--- src/rtl/fetch_pc_gen_pkg.sv ---
// risXv_macro: definitions shared by the fetch PC generator slice.
//   pc_state_e      - PC generator FSM states
//   BOOT_PC_DEFAULT - boot PC used when BOOT_PC is not overridden
//   slot_count()    - number of 4-byte slots in a fetch block
package risXv_macro;

  typedef enum logic [1:0] {
    ST_BOOT = 2'd0,
    ST_RUN  = 2'd1,
    ST_PEND = 2'd2
  } pc_state_e;

  localparam logic [63:0] BOOT_PC_DEFAULT = 64'h0000_0000_8000_0000;

  function automatic int slot_count(input int fetch_bytes);
    return fetch_bytes / 4;
  endfunction

endpackage

--- src/rtl/fetch_pc_gen_if.sv ---
// Fetch PC generator bus: redirect/stall inputs from the back end, the
// fetch handshake, and the generated fetch request.
//   master - the PC generator (drives o_pcGen_*)
//   slave  - the environment (drives i_*)
interface fetch_pc_gen_if #(
  parameter int XLEN         = 64,
  parameter int FETCH_BYTES  = 16,
  parameter int NUM_REDIRECT = 3,
  parameter int EPOCH_W      = 3
);

  logic                                 i_stall;
  logic [NUM_REDIRECT-1:0]              i_redirect_valid;
  logic [NUM_REDIRECT-1:0][XLEN-1:0]    i_redirect_pc;
  logic                                 i_fetch_ready;
  logic                                 o_pcGen_valid;
  logic [XLEN-1:0]                      o_pcGen_cPc;
  logic [XLEN-1:0]                      o_pcGen_npc;
  logic [FETCH_BYTES/4-1:0]             o_pcGen_mask;
  logic [EPOCH_W-1:0]                   o_pcGen_epoch;

  modport master (
    input  i_stall, i_redirect_valid, i_redirect_pc, i_fetch_ready,
    output o_pcGen_valid, o_pcGen_cPc, o_pcGen_npc, o_pcGen_mask, o_pcGen_epoch
  );

  modport slave (
    output i_stall, i_redirect_valid, i_redirect_pc, i_fetch_ready,
    input  o_pcGen_valid, o_pcGen_cPc, o_pcGen_npc, o_pcGen_mask, o_pcGen_epoch
  );

endinterface

--- src/rtl/fetch_pc_gen_redirect_arb.sv ---
// redirect_arb: fixed-priority arbiter over the redirect channels.
// Channel 0 has the highest priority. The selected target comes out
// 4-byte aligned.
//   i_valid - per-channel redirect request
//   i_pc    - per-channel redirect target
//   o_any   - at least one channel requests
//   o_pc    - target of the winning channel, bits [1:0] cleared
module redirect_arb #(
  parameter int XLEN         = 64,
  parameter int NUM_REDIRECT = 3
) (
  input  logic [NUM_REDIRECT-1:0]           i_valid,
  input  logic [NUM_REDIRECT-1:0][XLEN-1:0] i_pc,
  output logic                              o_any,
  output logic [XLEN-1:0]                   o_pc
);

  logic [NUM_REDIRECT-1:0] grant;
  logic [XLEN-1:0]         sel;

  // Isolate the lowest set bit: one-hot grant to the lowest-index requester.
  assign grant = i_valid & (~i_valid + NUM_REDIRECT'(1));

  always_comb begin
    sel = '0;
    for (int i = 0; i < NUM_REDIRECT; i++) begin
      if (grant[i]) begin
        sel = sel | (i_pc[i] & ~XLEN'(3));
      end
    end
  end

  assign o_any = |i_valid;
  assign o_pc  = sel;

endmodule

--- src/rtl/fetch_pc_gen.sv ---
// fetch_pc_gen: generates the fetch block PC, slot mask and redirect epoch.
//   i_clk, i_rst      - clock, synchronous active-high reset
//   pc_if (master)    - i_stall, i_redirect_valid/pc, i_fetch_ready in;
//                       o_pcGen_valid/cPc/npc/mask/epoch out
//
// state   | meaning
// BOOT    | one idle cycle after reset, no request
// RUN     | presenting requests (unless stalled)
// PEND    | a redirect arrived under stall; target waits in pend_q
module fetch_pc_gen
  import risXv_macro::*;
#(
  parameter int              XLEN         = 64,
  parameter int              FETCH_BYTES  = 16,
  parameter int              NUM_REDIRECT = 3,
  parameter int              EPOCH_W      = 3,
  parameter logic [XLEN-1:0] BOOT_PC      = XLEN'(BOOT_PC_DEFAULT)
) (
  input  logic               i_clk,
  input  logic               i_rst,
  fetch_pc_gen_if.master     pc_if
);

  localparam int              SLOTS = slot_count(FETCH_BYTES);
  localparam logic [XLEN-1:0] BLK   = XLEN'(FETCH_BYTES);

  pc_state_e          state_q, state_d;
  logic [XLEN-1:0]    pc_q, pc_d;
  logic [XLEN-1:0]    pend_q, pend_d;
  logic [EPOCH_W-1:0] epoch_q, epoch_d;

  logic               redir_any;
  logic [XLEN-1:0]    redir_tgt;
  logic               valid;
  logic [XLEN-1:0]    pc_adv;
  logic [XLEN-1:0]    slot_idx;
  logic [SLOTS-1:0]   mask;

  redirect_arb #(
    .XLEN         (XLEN),
    .NUM_REDIRECT (NUM_REDIRECT)
  ) u_redirect_arb (
    .i_valid (pc_if.i_redirect_valid),
    .i_pc    (pc_if.i_redirect_pc),
    .o_any   (redir_any),
    .o_pc    (redir_tgt)
  );

  // Gated by i_rst so the request is quiet even before the first reset edge.
  assign valid  = !i_rst && (state_q == ST_RUN) && !pc_if.i_stall;
  // Next aligned block; natural XLEN overflow gives the wrap to 0.
  assign pc_adv = (pc_q & ~(BLK - XLEN'(1))) + BLK;

  assign slot_idx = (pc_q & (BLK - XLEN'(1))) >> 2;

  always_comb begin
    mask = '0;
    for (int k = 0; k < SLOTS; k++) begin
      mask[k] = (XLEN'(k) >= slot_idx);
    end
  end

  always_comb begin
    state_d = state_q;
    pc_d    = pc_q;
    pend_d  = pend_q;
    epoch_d = epoch_q + {{(EPOCH_W-1){1'b0}}, redir_any};
    if (i_rst) begin
      state_d = ST_BOOT;
      pc_d    = BOOT_PC;
      pend_d  = '0;
      epoch_d = '0;
    end else if (redir_any) begin
      if (pc_if.i_stall) begin
        pend_d  = redir_tgt;
        state_d = ST_PEND;
      end else begin
        pc_d    = redir_tgt;
        state_d = ST_RUN;
      end
    end else if ((state_q == ST_PEND) && !pc_if.i_stall) begin
      pc_d    = pend_q;
      state_d = ST_RUN;
    end else if (state_q == ST_BOOT) begin
      // BOOT lasts exactly one cycle, stalled or not.
      state_d = ST_RUN;
    end else if (valid && pc_if.i_fetch_ready) begin
      pc_d = pc_adv;
    end
  end

  always_ff @(posedge i_clk) begin
    if (i_rst) begin
      state_q <= ST_BOOT;
      pc_q    <= BOOT_PC;
      pend_q  <= '0;
      epoch_q <= '0;
    end else begin
      state_q <= state_d;
      pc_q    <= pc_d;
      pend_q  <= pend_d;
      epoch_q <= epoch_d;
    end
  end

  assign pc_if.o_pcGen_valid = valid;
  assign pc_if.o_pcGen_cPc   = pc_q;
  assign pc_if.o_pcGen_npc   = pc_d;
  assign pc_if.o_pcGen_mask  = mask;
  assign pc_if.o_pcGen_epoch = epoch_q;

endmodule

--- src/flat_wrapper.sv ---
// flat-port wrapper written by rule: the top's interface ports become plain ports
module fetch_pc_gen_flat import risXv_macro::*;
#(
  parameter int              XLEN         = 64,
  parameter int              FETCH_BYTES  = 16,
  parameter int              NUM_REDIRECT = 3,
  parameter int              EPOCH_W      = 3,
  parameter logic [XLEN-1:0] BOOT_PC      = XLEN'(BOOT_PC_DEFAULT)
)
  (i_clk, i_rst, pc_if_i_stall, pc_if_i_redirect_valid, pc_if_i_redirect_pc, pc_if_i_fetch_ready, pc_if_o_pcGen_valid, pc_if_o_pcGen_cPc, pc_if_o_pcGen_npc, pc_if_o_pcGen_mask, pc_if_o_pcGen_epoch);
  fetch_pc_gen_if #(.XLEN(XLEN), .FETCH_BYTES(FETCH_BYTES), .NUM_REDIRECT(NUM_REDIRECT), .EPOCH_W(EPOCH_W)) pc_if_i ();
  input  logic i_clk;
  input  logic i_rst;
  input wire logic [$bits(pc_if_i.i_stall)-1:0] pc_if_i_stall;
  input wire logic [$bits(pc_if_i.i_redirect_valid)-1:0] pc_if_i_redirect_valid;
  input wire logic [$bits(pc_if_i.i_redirect_pc)-1:0] pc_if_i_redirect_pc;
  input wire logic [$bits(pc_if_i.i_fetch_ready)-1:0] pc_if_i_fetch_ready;
  output wire logic [$bits(pc_if_i.o_pcGen_valid)-1:0] pc_if_o_pcGen_valid;
  output wire logic [$bits(pc_if_i.o_pcGen_cPc)-1:0] pc_if_o_pcGen_cPc;
  output wire logic [$bits(pc_if_i.o_pcGen_npc)-1:0] pc_if_o_pcGen_npc;
  output wire logic [$bits(pc_if_i.o_pcGen_mask)-1:0] pc_if_o_pcGen_mask;
  output wire logic [$bits(pc_if_i.o_pcGen_epoch)-1:0] pc_if_o_pcGen_epoch;
  assign pc_if_i.i_stall = pc_if_i_stall;
  assign pc_if_i.i_redirect_valid = pc_if_i_redirect_valid;
  assign pc_if_i.i_redirect_pc = pc_if_i_redirect_pc;
  assign pc_if_i.i_fetch_ready = pc_if_i_fetch_ready;
  assign pc_if_o_pcGen_valid = pc_if_i.o_pcGen_valid;
  assign pc_if_o_pcGen_cPc = pc_if_i.o_pcGen_cPc;
  assign pc_if_o_pcGen_npc = pc_if_i.o_pcGen_npc;
  assign pc_if_o_pcGen_mask = pc_if_i.o_pcGen_mask;
  assign pc_if_o_pcGen_epoch = pc_if_i.o_pcGen_epoch;
  fetch_pc_gen #(.XLEN(XLEN), .FETCH_BYTES(FETCH_BYTES), .NUM_REDIRECT(NUM_REDIRECT), .EPOCH_W(EPOCH_W), .BOOT_PC(BOOT_PC)) u_core (.i_clk(i_clk), .i_rst(i_rst), .pc_if(pc_if_i));
endmodule
--- config.mk ---
export PLATFORM = sky130hd
export DESIGN_NAME = fetch_pc_gen_flat
export DESIGN_NICKNAME = d
export VERILOG_FILES = /design/src/rtl/fetch_pc_gen_pkg.sv /design/src/rtl/fetch_pc_gen_if.sv /design/src/rtl/fetch_pc_gen_redirect_arb.sv /design/src/rtl/fetch_pc_gen.sv /design/src/flat_wrapper.sv
export SDC_FILE = /design/constraint.sdc
export NUM_CORES = 1
export LEC_CHECK = 0
export ABC_CLOCK_PERIOD_IN_PS = 4400
export CORE_MARGIN = 3
export CORE_UTILIZATION = 45
export DETAILED_ROUTE_END_ITERATION = 8
export PLACE_DENSITY_LB_ADDON = 0.08
export SYNTH_ARGS = -nofsm -noshare
export SYNTH_HDL_FRONTEND = slang
export SYNTH_SLANG_ARGS = --single-unit
--- constraint.sdc ---
create_clock -name i_clk -period 4.4 [get_ports i_clk]
set_input_delay 0.88 -clock i_clk [delete_from_list [all_inputs] [get_ports i_clk]]
set_output_delay 0.88 -clock i_clk [all_outputs]
set_load 0.02 [all_outputs]
### Word-level counts from Yosys, hierarchy flattened

Cells that the tools add are included.

* bits in registers: 133
* input port bits: 199
* output and inout port bits: 136
* logic and storage cells: 40

* add/sub/neg operators: 3
* magnitude comparators: 4
* equality and inequality tests: 2
* muxes and demuxes: 13
* bitwise operators: 4
* reduce and logical (&&, ||, !) cells: 10

Operator list (number)
* 64-bit two-way mux: 9
* 64-bit OR: 2
* 64-bit by 5-bit adder with 64-bit output, second input constant: 1
* 2-bit two-way mux: 4
* 1-bit by 2-bit greater-or-equal comparator with 1-bit output, first input constant: 2
* 2-bit greater-or-equal comparator, first input constant: 2
* 1-bit logical AND: 4
* 3-bit by 1-bit adder with 3-bit output: 1
* 3-bit by 1-bit adder with 3-bit output, second input constant: 1
* 3-bit bitwise AND: 1
* 3-bit inverter: 1
* 3-bit nonzero test: 1
* 3-bit OR reduction: 1
* 2-bit by 1-bit equality test with 1-bit output, second input constant: 1
* 2-bit equality test, second input constant: 1
* 1-bit logical NOT: 2
* 2-bit logical NOT: 1
* 2-bit AND reduction: 1

### Logic depth before layout (Yosys ltp)

Gate-level depths: netlist of the first run.

* depth in word-level cells: 11
* gate-level depth with buffers: 10
* depth with buffers taken out: 7

### Hierarchy

A second synthesis of the first run with hierarchy kept.

* cells, all modules: 1286
* area total of the unflattened synthesis: 9366.5 um^2

Modules (own cells, without submodules)
* fetch_pc_gen: instances 1, cells each 999, area each 7588.5 um^2
* redirect_arb: instances 1, cells each 287, area each 1778.0 um^2

### Least setup slack after synthesis of the first run

No wires, ideal clock.

* path kind: input to output
* start: input port pc_if_i_stall
* end: output port pc_if_o_pcGen_npc[30]
* arrival time: 3.893 ns
* data required time: 3.520 ns
* setup slack: -0.373 ns
* cell stages on the path: 9
* path buffers: 3
* cells stage by stage: clkbuf_1 nor4b_1 clkbuf_1 nand2_1 or4_1 clkbuf_1 nor2_1 xnor2_1 a2111oi_0

* longest elaborated chain between the ends: 8
* elaborated cells on any way between the ends: 10
* those cells by class: mux (6); reduce/logical (4)

RTL lines
* from (decl): line flat_wrapper.sv:14 `input wire logic [$bits(pc_if_i.i_stall)-1:0] pc_if_i_stall;`
* 1-bit logical NOT: line fetch_pc_gen.sv:50 `assign valid = !i_rst && (state_q == ST_RUN) && !pc_if.i_stall;`
* 1-bit logical AND: line fetch_pc_gen.sv:50
* via pc_if_o_pcGen_valid: line flat_wrapper.sv:18 `output wire logic [$bits(pc_if_i.o_pcGen_valid)-1:0] pc_if_o_pcGen_valid;`
* 1-bit logical AND: line fetch_pc_gen.sv:87 `end else if (valid && pc_if.i_fetch_ready) begin`
* 64-bit two-way mux: line fetch_pc_gen.sv:87
* 64-bit two-way mux: line fetch_pc_gen.sv:84 `end else if (state_q == ST_BOOT) begin`
* 64-bit two-way mux: line fetch_pc_gen.sv:81 `end else if ((state_q == ST_PEND) && !pc_if.i_stall) begin`
* 64-bit two-way mux: line fetch_pc_gen.sv:73 `end else if (redir_any) begin`
* 64-bit two-way mux: line fetch_pc_gen.sv:68 `if (i_rst) begin`
* to (decl): line flat_wrapper.sv:20 `output wire logic [$bits(pc_if_i.o_pcGen_npc)-1:0] pc_if_o_pcGen_npc;`

The timed path passes the listed nets, and every way through them passes these cells.

### Final worst setup path of the first run

* start: input port pc_if_i_fetch_ready
* end: output port pc_if_o_pcGen_npc[33]

* longest elaborated chain between the ends: 6

RTL lines
* from (decl): line flat_wrapper.sv:17 `input wire logic [$bits(pc_if_i.i_fetch_ready)-1:0] pc_if_i_fetch_ready;`
* 1-bit logical AND: line fetch_pc_gen.sv:87
* 64-bit two-way mux: line fetch_pc_gen.sv:87
* 64-bit two-way mux: line fetch_pc_gen.sv:84
* 64-bit two-way mux: line fetch_pc_gen.sv:81
* 64-bit two-way mux: line fetch_pc_gen.sv:73
* 64-bit two-way mux: line fetch_pc_gen.sv:68

Every way passes these cells.

==> summary.md, run 1 <==
| Metric | Value |
|---|---|
| Status | `finished clean` |
| Avg Cell Area, Syn | `about 6.9 um^2` |
| Startpoint types | `input port` |
| Final critical-path required period | `4.34 ns` |
| Sw Pwr | `about 0.0012 W` |
| Antenna violations before repair | `0` |
| Standard-cell rows | `50` |
| Grt met2 use | `51.5%` |
| Cells after Synth | `1260` |
| Largest area contributor in the netlist | `dfxtp_1` |
| Setup ws final | `0.0639 ns` |
| FMAX | `231 MHz` |
| Clock Root Buffer | `clkbuf_16` |
| Top-area cell type share of the netlist area | `30.0%` |
| Area grow syn2layout | `52.2%` |
| Vias in the first global route | `a little under 10000` |
| GRT Total Usage | `30.2%` |
| Share of power burned in combinational logic | `27.2%` |
| Clk pwr share | `roughly two fifths` |
| Synth Net Count | `roughly 1500` |
| Sw frac | `~30%` |
| Top cells by count, synth | `nand2_1 (224), a21oi_1 (198), nor2_1 (146)` |
| Post-Place Setup Slack | `-0.228 ns` |
| Area of the die | `roughly 0.021 mm^2` |
| Ys Warns | `0` |
| I/O Buffers | `about 330` |
| Initial core utilization | `between 40% and 50%` |
| Crit share post-route | `a little over nine tenths` |
| Dpl cells | `1808` |
| Tightest Pin Transition | `0.816 ns` |
| Top fanout value on the critical path | `5` |
| Register area share after synthesis | `30.0%` |
| Int Power | `0.00274 W` |
| Setup-failing EPs final | `0` |
| PD cells | `about 290 mW/mm^2` |
| Final GP Congestion | `between 0.9 and 1` |
| Synth Cell Area | `between 0.008 and 0.009 mm^2` |
| Antenna diodes | `0` |
| Die Wd | `145 um` |
| Drt initial violations | `between 700 and 800` |
| Total chip power | `slightly below 0.004 W` |
| Ports | `335` |
| Leakage power | `between 5 and 6 nW` |
| TritonCTS clock tree | `done` |
| DP HPWL | `approximately 24000 um` |
| Busiest grt layer | `met2` |
| First-pass GRT wire length | `around 52000 um` |
| Share of post-route cells with drive strength above 1 | `roughly a tenth` |
| Top-count cell post-synth | `nand2_1` |
| DRC viols | `0` |
| Yosys reg bits | `around 130` |
| CTS Buf Count | `17` |
| Largest net degree at the start of global routing | `between 150 and 200` |
| Final Non-Filler Cells | `about 1800` |
| WP data required | `approximately 3.5 ns` |
| Distinct cells, synth | `50` |
| Grt ovf | `0` |
| Per-cell routed wire length | `18.0 um` |
| First drt pass iteration count | `8` |
| DRT antenna net count | `0` |
| Hold Path Class | `register to register` |
| Post-Route WL | `33200 um` |
| Post-synth EDFFs | `0` |
| Core ar. | `approximately 0.019 mm^2` |
| Die H | `about 150 um` |
| WP data arrival | `3.46 ns` |
| Fillers | `roughly 1600` |
| Reg clk slew, reported paths | `0.06 ns` |
| Vias per inst | `~5.6` |
| CTS Hold Buffers Added | `0` |
| Hold Violations, Final | `0` |
| GR met1 Demand/Resource | `between 30% and 40%` |
| Post-layout net count | `around 1800` |
| RSZ-0062 raised after global routing | `false` |
| Post-synth top flop | `dfxtp_1` |
| Setup_tns | `0 ns` |
| Max VDD drop | `272 uV` |
| Worst-case clock skew | `0.00880 ns` |
| Hold Worst Slack | `roughly 0.45 ns` |
| H-Tree Level Count | `4` |
| Top cells by area, synth | `dfxtp_1 (30%), a21oi_1 (11%), nand2_1 (9.6%)` |
| Worst skew pair latency | `around 0.43 ns` |
| Slew headroom | `45.6%` |
| Slew Limit Fails | `0` |
| Max-Cap Viols | `0` |
| # clock sinks | `131` |
| CTS max path bufs | `2` |
| Sequential share of power | `between 30 and 40%` |
| CP Class | `input port to output port` |
| Met3 usage | `between 7 and 8%` |
| Post-synth ARST share | `0%` |
| Via count | `roughly 10000` |
| CP endpoint kind | `output port` |
==> metal layers <==
layer | up-vias | wire (um)
met5 | - | 0
met4 | 0 | 664
met3 | 44 | 2700
met2 | 417 | 15900
met1 | 4764 | 14000
li1 | 5109 | -
==> final timing paths <==
kind              depth (start not counted)                                 endpoint                              startpoint  slack, ns
setup reg to reg                          7  u_core.pc_if.o_pcGen_cPc[62]$_SDFF_PP0_  u_core.pc_if.o_pcGen_cPc[9]$_SDFF_PP0_       1.64
hold / removal                            2           u_core.pend_q[43]$_SDFFE_PP0P_          u_core.pend_q[43]$_SDFFE_PP0P_       0.45
setup / recovery                          9                    pc_if_o_pcGen_npc[33]                     pc_if_i_fetch_ready       0.06
hold reg to reg                           2           u_core.pend_q[43]$_SDFFE_PP0P_          u_core.pend_q[43]$_SDFFE_PP0P_       0.45
==> power groups by stage <==
stage          Clock (W)  Sequential [W]  Combinational [W]
3_3_place_gp           0         0.00137            0.00106
2_1_floorplan          0         0.00142           0.000479
6_report         0.00150         0.00135            0.00107
5_1_grt          0.00156         0.00136            0.00115
3_5_place_dp           0         0.00138            0.00107
4_1_cts          0.00151         0.00135            0.00107
==> cell usage in the layout (no fill, tap or decap), types with 19 or more instances in the layout <==
master           instances
nand4_1                 19
buf_4                   72
a211oi_1                24
a2111oi_0               19
nor2_1                 145
a211o_1                 19
and3b_1                 19
clkdlybuf4s50_1        283
dlygate4sd2_1           22
o21ai_0                 73
nand2_1                222
a21oi_1                197
nor3_1                  23
dfxtp_1                131
xnor2_1                 45
mux2i_1                 29
==> worst max-delay path, stage by stage <==
cell             delay, ns
clkdlybuf4s50_1       0.51
and3_1                0.24
nand2_1               0.11
or3_1                 0.42
buf_4                 0.20
nor3_2                0.21
xnor2_1               0.11
a21oi_1               0.15
clkdlybuf4s50_1       0.62
==> flip-flops by register name, indices dropped and copies added, names as in the netlist <==
| signal | cells |
|---|---|
| u_core.pc_if.o_pcGen_cPc | 64 |
| u_core.pc_if.o_pcGen_epoch | 3 |
| u_core.pend_q | 62 |
| u_core.state_q | 2 |
==> cell families after synthesis <==
family	count (synthesis)	share of synthesized area [%]
AND/OR/NAND/NOR	522	27.7
AO/OA/AOI/OAI	388	26.7
flip-flops	131	30.0
buffers and inverters	125	5.55
XOR/XNOR	59	5.92
multiplexers	31	3.58
adder cells (fa/ha/maj)	3	0.430
other	1	0.0430
==> layout make-up <==
| class | count | area [um^2] | share of cell area, % |
|---|---|---|---|
| sequential | 131 | 2620 | 19.7 |
| clock inverter | 8 | 124 | 0.932 |
| clock buffer | 23 | 498 | 3.75 |
| timing repair buffer | 404 | 3950 | 29.7 |
| tap | 260 | 325 | 2.45 |
| multi-input combinational | 1004 | 5730 | 43.1 |
| inverter | 11 | 41.3 | 0.311 |
==> timing repair <==
| item | CTS | global route |
|---|---|---|
| pin swaps | 0 | 1 |
| gates resized for setup | 30 | 24 |
| endpoints found under the hold margin | 0 | 0 |
| endpoints found under the setup margin | 31 | 20 |
| setup buffers | 0 | 2 |
| gates cloned | 0 | 0 |
==> through the flow <==
stage               utilization (%)  instance area, um^2
finish                         70.3                13300
global route                   70.3                13300
CTS                            70.0                13200
detailed placement             66.7                12600
global placement               66.7                12600
floorplan                         -                 8760
(Power assumes the default switching activity.)
==> inputs of run 2 (changes only) <==
Settings changed: ABC_CLOCK_PERIOD_IN_PS 4400 to 3600, CORE_UTILIZATION 45 to 41, PLACE_DENSITY set to 0.84, PLACE_DENSITY_LB_ADDON 0.08 to unset.
Clock period 4.4 ns to 3.6 ns, I/O delays scaled along.
==> run 2 against run 1 <==
Net effect:
- critical endpoint is now pc_if_o_pcGen_npc[54]
- critical path depth down 1
- count of clock-buffer cells in the layout unchanged
- hold slack better by 0.0050 ns
- global-route usage up 0.94 points
- final area up 9.8%
- the flow now finishes with violations (negative setup slack)
- sequential power up 21%
- register-to-register slack worse by 0.96 ns
- sequential cell count unchanged
- sequential share of layout area down 1.7 points
- non-clock buffer count up 94
- routed wire length up 15%
==> summary.md, run 2 (same netlist as run 1, synthesis figures left out) <==
| Metric | Value |
|---|---|
| Setup ws final | `-0.109 ns (was 0.0639 ns)` |
| H-Tree Level Count | `4 (unchanged)` |
| Largest register FFs | `64 (unchanged)` |
| Final Non-Filler Cells | `1946 (was 1841)` |
| I/O Buffers | `327 (unchanged)` |
| WP data arrival | `2.99 ns (was 3.46 ns)` |
| Vias per inst | `5.77 (was 5.61)` |
| Tightest Pin Transition | `0.828 ns (was 0.816 ns)` |
| First drt pass iteration count | `5 (was 8)` |
| Share of post-route cells with drive strength above 1 | `21.4% (was 9.42%)` |
| Vias in the first global route | `10949 (was 9693)` |
| Standard-cell rows | `52 (was 50)` |
| Post-Route WL | `38300 um (was 33200 um)` |
| First-pass GRT wire length | `58600 um (was 52000 um)` |
| CP Class | `register to output port (was input port to output port)` |
| Drt initial violations | `936 (was 756)` |
| Post-layout net count | `1865 (was 1771)` |
| Most common cell after layout, fill and taps aside | `clkdlybuf4s50_1 (unchanged)` |
| Total chip power | `0.00498 W (was 0.00392 W)` |
| Clock Root Buffer | `clkbuf_16 (unchanged)` |
| CTS max path bufs | `2 (unchanged)` |
| Core ar. | `0.0206 mm^2 (was 0.0189 mm^2)` |
| Antenna diodes | `0 (unchanged)` |
| Final critical-path required period | `roughly 3.7 ns` |
| Commonest cells after routing, fill and taps aside | `clkdlybuf4s50_1 (260), nand2_1 (221), a21oi_1 (192), buf_4 (176), nor2_1 (140) (was clkdlybuf4s50_1 (283), nand2_1 (222), a21oi_1 (197), nor2_1 (145), dfxtp_1 (131))` |
| Area occupied by multi-input gates | `0.00634 mm^2 (was 0.00573 mm^2)` |
| Leakage power | `5.87 nW (was 5.20 nW)` |
| Initial core utilization | `42.5% (was 46.2%)` |
| Max-Cap Viols | `0 (unchanged)` |
| Crit-path cells | `nand4_1 -> or4_4 -> or4_4 -> buf_4 -> nor4_4 -> xnor2_2 -> a2111oi_4 -> buf_4 (was clkdlybuf4s50_1 -> and3_1 -> nand2_1 -> or3_1 -> buf_4 -> nor3_2 -> xnor2_1 -> a21oi_1 -> clkdlybuf4s50_1)` |
| # clock sinks | `131 (unchanged)` |
| Ports | `335 (unchanged)` |
| Die Wd | `152 um (was 145 um)` |
| Dpl cells | `1895 (was 1808)` |
| Worst skew pair latency | `0.43 ns (about the same)` |
| Area grow syn2layout | `67.2% (was 52.2%)` |
| FMAX | `about 270 MHz` |
| CTS Hold Buffers Added | `0 (unchanged)` |
| CP peak stage delay | `0.55 ns (was 0.62 ns)` |
| DRT antenna net count | `0 (unchanged)` |
| Antenna violations before repair | `0 (unchanged)` |
| Per-cell routed wire length | `19.7 um (was 18.0 um)` |
| Worst-case clock skew | `0.00870 ns (was 0.00880 ns)` |
| Fillers | `1626 (was 1641)` |
| Hold Violations, Final | `0 (unchanged)` |
| DP HPWL | `27500 um (was 24300 um)` |
| PD cells | `342 mW/mm^2 (was 295 mW/mm^2)` |
| Largest net degree at the start of global routing | `66 (was 167)` |
| Crit share post-route | `103%` |
| RSZ-0062 raised after global routing | `true (was false)` |
| Slew Limit Fails | `0 (unchanged)` |
| Max VDD drop | `251 uV (was 272 uV)` |
| Reg clk slew, reported paths | `0.06 ns (about the same)` |
| Grt ovf | `0 (unchanged)` |
| Area of the die | `0.0231 mm^2 (was 0.0211 mm^2)` |
| TritonCTS clock tree | `done (unchanged)` |
| Reg area | `0.00263 mm^2 (was 0.00262 mm^2)` |
| Via count | `11236 (was 10334)` |
| WP data required | `2.88 ns (was 3.52 ns)` |
| Setup-failing EPs final | `10 (was 0)` |
| GRT Total Usage | `31.2% (was 30.2%)` |
| Slowest-stage cell, CP | `or4_4 (was clkdlybuf4s50_1)` |
| CTS Buf Count | `17 (unchanged)` |
| Hold Path Class | `register to register (unchanged)` |
| Top fanout value on the critical path | `3 (was 5)` |
| Slew headroom | `44.8% (was 45.6%)` |
| CP endpoint kind | `output port (unchanged)` |
| Failing checks | `negative setup slack` |
| Startpoint types | `register (was input port)` |
| Die H | `152 um (was 145 um)` |
| Status | `finished with violations (was finished clean)` |
| Final GP Congestion | `0.956 (was 0.903)` |
| DRC viols | `0 (unchanged)` |
[run 2: changes by cell type in the layout (fill, tap and decap cells not counted), moves of 7 or more]
cell and change:
dlymetal6s2s_1 -11, buf_6 +7, xnor2_2 +14, xnor2_1 -14, buf_4 +104, clkdlybuf4s50_1 -23
nor3_4 +8, buf_2 +12, a2111oi_4 +9, dlygate4sd2_1 -12, buf_12 +7, nor3_1 -11
a2111oi_1 -7
[run 2: report_power, final]
part           internal [W]  switching [W]  total [W]
clock network       0.00116       0.000680    0.00184
logic              0.000720       0.000796    0.00152
registers           0.00155      0.0000744    0.00163
total               0.00343        0.00155    0.00498
[run 2: timing repair]
| action | in CTS | in global routing |
|---|---|---|
| pin swaps | 38 | 28 |
| hold endpoints to repair | 0 | 0 |
| resized for setup | 256 | 88 |
| endpoints found under the setup margin | 63 | 55 |
| buffers inserted | 14 | 5 |
[run 2: critical path: cells and delay by family (launching register included)]
family / cells / cell delay (ns)
xor gates and xnor gates: 1 / 0.13
and+or+nand+nor: 4 / 1.32
AOI/OAI and AO/OA: 1 / 0.39
buffers and inverters: 2 / 0.38
DFF: 1 / 0.33
[run 2: final cells by class]
type / count / area share [%]
Clock buffer: 23 / 3.34
Clock inverter: 9 / 0.866
Inverter: 11 / 0.283
Multi-Input combinational cell: 1004 / 43.4
Sequential cell: 131 / 18.0
Tap cell: 270 / 2.32
Timing Repair Buffer: 498 / 31.7
[run 2: path summary, 6_finish.rpt]
kind / start / to / slack (ns) / cells past startpoint
worst max-delay path: u_core.pc_if.o_pcGen_cPc[9]$_SDFF_PP0_ / pc_if_o_pcGen_npc[54] / -0.11 / 8
worst min-delay path: u_core.pend_q[55]$_SDFFE_PP0P_ / u_core.pend_q[55]$_SDFFE_PP0P_ / 0.46 / 2
worst max register to register: u_core.pc_if.o_pcGen_cPc[9]$_SDFF_PP0_ / u_core.pc_if.o_pcGen_cPc[52]$_SDFF_PP0_ / 0.68 / 14
worst min register to register: u_core.pend_q[55]$_SDFFE_PP0P_ / u_core.pend_q[55]$_SDFFE_PP0P_ / 0.46 / 2
[run 2: metal layers]
| layer | global-route usage (%) | vias to the layer above | share of wire [%] |
|---|---|---|---|
| li1 | - | 5293 | - |
| met1 | 37.6 | 5210 | 40 |
| met2 | 53.6 | 621 | 49 |
| met3 | 7.00 | 112 | 8.0 |
| met4 | 13.1 | 0 | 3.6 |
| met5 | 0 | - | 0 |
[run 2: stage by stage]
step                setup TNS [ns]  util [%]  hold slack [ns]  setup slack, ns  instance area, um^2
finish                      -0.593      71.0            0.458           -0.109                14600
global route                 -1.50      71.0            0.469           -0.185                14600
CTS                          -1.04      69.9            0.454           -0.160                14400
detailed placement          -20.91      65.3            0.446           -0.643                13400
global placement            -19.96      65.3            0.439           -0.596                13400
floorplan                        0         -            0.433         0.000382                 8920
==> inputs of run 3 (changes only) <==
Settings changed: ABC_CLOCK_PERIOD_IN_PS 3600 to 3100.
Clock period 3.6 ns to 3.1 ns, I/O delays scaled along.
==> run 3 against run 2 <==
Net effect:
- die area stayed put
- clock skew is 0.0043 ns higher
- critical path type unchanged
- sequential cell count stayed put
- critical path depth is 2 higher
- the flow still finishes with violations (negative setup slack)
- via count is 8.3% higher
- critical endpoint is now pc_if_o_pcGen_npc[52]
- clock power is 9% higher
- setup slack worse by 0.66 ns
- routed wire length is 13% higher
- register-to-register slack worse by 0.51 ns
- sequential share of layout area is 1.8 points lower
- utilization is 8.1 points higher
==> summary.md, run 3 (same netlist as run 1, synthesis figures left out) <==
| Metric | Value |
|---|---|
| Post-Route WL | `43200 um (was 38300 um)` |
| Antenna violations before repair | `0 (unchanged)` |
| RSZ-0062 raised after global routing | `true (unchanged)` |
| Vias per inst | `5.91 (was 5.77)` |
| PD cells | `363 mW/mm^2 (was 342 mW/mm^2)` |
| CP Class | `register to output port (unchanged)` |
| WP data arrival | `3.25 ns (was 2.99 ns)` |
| Max-Cap Viols | `0 (unchanged)` |
| Largest register FFs | `64 (unchanged)` |
| CTS max path bufs | `2 (unchanged)` |
| Tightest Pin Transition | `0.755 ns (was 0.828 ns)` |
| Most common cell after layout, fill and taps aside | `buf_4 (was clkdlybuf4s50_1)` |
| CP bufs+invs | `4 (was 2)` |
| Share of post-route cells with drive strength above 1 | `31.9% (was 21.4%)` |
| Worst-case clock skew | `0.0129 ns (was 0.00870 ns)` |
| FMAX | `about 260 MHz` |
| # clock sinks | `131 (unchanged)` |
| Setup ws final | `-0.772 ns (was -0.109 ns)` |
| Die H | `152 um (unchanged)` |
| Grt ovf | `0 (unchanged)` |
| CTS Buf Count | `17 (unchanged)` |
| Die Wd | `152 um (unchanged)` |
| Hold Path Class | `register to register (unchanged)` |
| Crit-path cells | `nand4_1 -> or4_4 -> or4_4 -> buf_8 -> buf_4 -> buf_4 -> nor2_4 -> mux2i_2 -> a21oi_2 -> buf_6 (was nand4_1 -> or4_4 -> or4_4 -> buf_4 -> nor4_4 -> xnor2_2 -> a2111oi_4 -> buf_4)` |
| Final critical-path required period | `a little under 4 ns` |
| Worst skew pair latency | `0.43 ns (about the same)` |
| Standard-cell rows | `52 (unchanged)` |
| Crit share post-route | `125%` |
| Final Cell Area | `0.0163 mm^2 (was 0.0146 mm^2)` |
| Largest net degree at the start of global routing | `141 (was 66)` |
| Clock Root Buffer | `clkbuf_16 (unchanged)` |
| DP HPWL | `29500 um (was 27500 um)` |
| Leakage power | `6.69 nW (was 5.87 nW)` |
| Slew Limit Fails | `0 (unchanged)` |
| Commonest cells after routing, fill and taps aside | `buf_4 (285), clkdlybuf4s50_1 (257), nand2_1 (217), a21oi_1 (176), nor2_1 (132) (was clkdlybuf4s50_1 (260), nand2_1 (221), a21oi_1 (192), buf_4 (176), nor2_1 (140))` |
| Initial core utilization | `42.5% (unchanged)` |
| Vias in the first global route | `11713 (was 10949)` |
| Max VDD drop | `347 uV (was 251 uV)` |
| Antenna diodes | `0 (unchanged)` |
| Slew headroom | `49.7% (was 44.8%)` |
| Ports | `335 (unchanged)` |
| CP peak stage delay | `0.59 ns (was 0.55 ns)` |
| Slowest-stage cell, CP | `or4_4 (unchanged)` |
| Per-cell routed wire length | `21.0 um (was 19.7 um)` |
| Final GP Congestion | `0.947 (was 0.956)` |
| GRT Total Usage | `33.1% (was 31.2%)` |
| WP data required | `2.48 ns (was 2.88 ns)` |
| Cell family with the largest share of critical-path delay | `simple AND/OR/NAND/NOR gates (unchanged)` |
| TritonCTS clock tree | `done (unchanged)` |
| Drt initial violations | `996 (was 936)` |
| Area after DPL | `0.0144 mm^2 (was 0.0134 mm^2)` |
| Startpoint types | `register (unchanged)` |
| Setup-failing EPs final | `48 (was 10)` |
| Final Non-Filler Cells | `2059 (was 1946)` |
| Top fanout value on the critical path | `4 (was 3)` |
| CP endpoint kind | `output port (unchanged)` |
| Area of the die | `0.0231 mm^2 (unchanged)` |
| Post-layout net count | `1979 (was 1865)` |
| Post-layout util | `79.1% (was 71.0%)` |
| Dpl cells | `1992 (was 1895)` |
| DRC viols | `0 (unchanged)` |
| First drt pass iteration count | `6 (was 5)` |
| Core ar. | `0.0206 mm^2 (unchanged)` |
| I/O Buffers | `327 (unchanged)` |
| H-Tree Level Count | `4 (unchanged)` |
| Area grow syn2layout | `86.3% (was 67.2%)` |
| Hold Worst Slack | `0.458 ns (about the same)` |
| Status | `finished with violations (unchanged)` |
| First-pass GRT wire length | `62600 um (was 58600 um)` |
| Failing checks | `negative setup slack (unchanged)` |
| Hold Violations, Final | `0 (unchanged)` |
| Reg clk slew, reported paths | `0.06 ns (about the same)` |
| DRT antenna net count | `0 (unchanged)` |
| Via count | `12166 (was 11236)` |
| Setup_tns | `-23.17 ns (was -0.593 ns)` |
==> run 3: final timing paths <==
| check | start | cells past startpoint | slack, ns | endpoint |
|---|---|---|---|---|
| setup / recovery | u_core.pc_if.o_pcGen_cPc[6]$_SDFF_PP0_ | 10 | -0.77 | pc_if_o_pcGen_npc[52] |
| hold / removal | u_core.pend_q[13]$_SDFFE_PP0P_ | 2 | 0.46 | u_core.pend_q[13]$_SDFFE_PP0P_ |
| setup reg to reg | u_core.pc_if.o_pcGen_cPc[6]$_SDFF_PP0_ | 9 | 0.17 | u_core.pc_if.o_pcGen_cPc[58]$_SDFF_PP0_ |
| hold reg to reg | u_core.pend_q[13]$_SDFFE_PP0P_ | 2 | 0.46 | u_core.pend_q[13]$_SDFFE_PP0P_ |
==> run 3: worst register-to-register path, stage by stage, from the launching register on <==
cell and delay, ns:
dfxtp_4 0.36, nand4_1 0.20, or4_4 0.57, or4_4 0.59
buf_4 0.19, nor3b_4 0.20, xnor2_2 0.11, buf_4 0.16
buf_4 0.13, a2111oi_2 0.33
==> run 3: repair_timing <==
action	in CTS	in global routing
endpoints found under the setup margin	64	63
pin swaps	63	91
setup buffers	24	18
hold buffers	0	0
gates resized for setup	378	156
==> run 3: metal layers <==
layer  global-route usage, %  vias up  share of wire [%]
met5                       0        -                  0
met4                    16.1        0                5.7
met3                    7.08      210                9.0
met2                    57.7      816                 49
met1                    38.4     5616                 37
li1                        -     5524                  -
==> run 3: area by class of cell <==
| type | instances | area (um^2) |
|---|---|---|
| Fill cell | 1352 | 4300 |
| Timing Repair Buffer | 612 | 5590 |
| Clock inverter | 8 | 104 |
| Tap cell | 270 | 338 |
| Clock buffer | 23 | 468 |
| Multi-Input combinational cell | 1004 | 7080 |
| Sequential cell | 131 | 2640 |
| Inverter | 11 | 41.3 |
==> run 3: metrics by stage <==
step           power (W)  setup slack, ns
4_1_cts          0.00577           -0.676
3_3_place_gp     0.00373           -0.931
2_1_floorplan    0.00277           -0.177
6_report         0.00591           -0.772
3_5_place_dp     0.00377           -0.979
5_1_grt          0.00610           -0.810
==> run 3: power breakdown <==
group          total, W  leakage, nW  internal (W)  switching (W)
registers       0.00189         1.08       0.00181      0.0000865
clock network   0.00201        0.277       0.00122       0.000784
logic           0.00201         5.34      0.000975        0.00104
total           0.00591         6.69       0.00400        0.00191
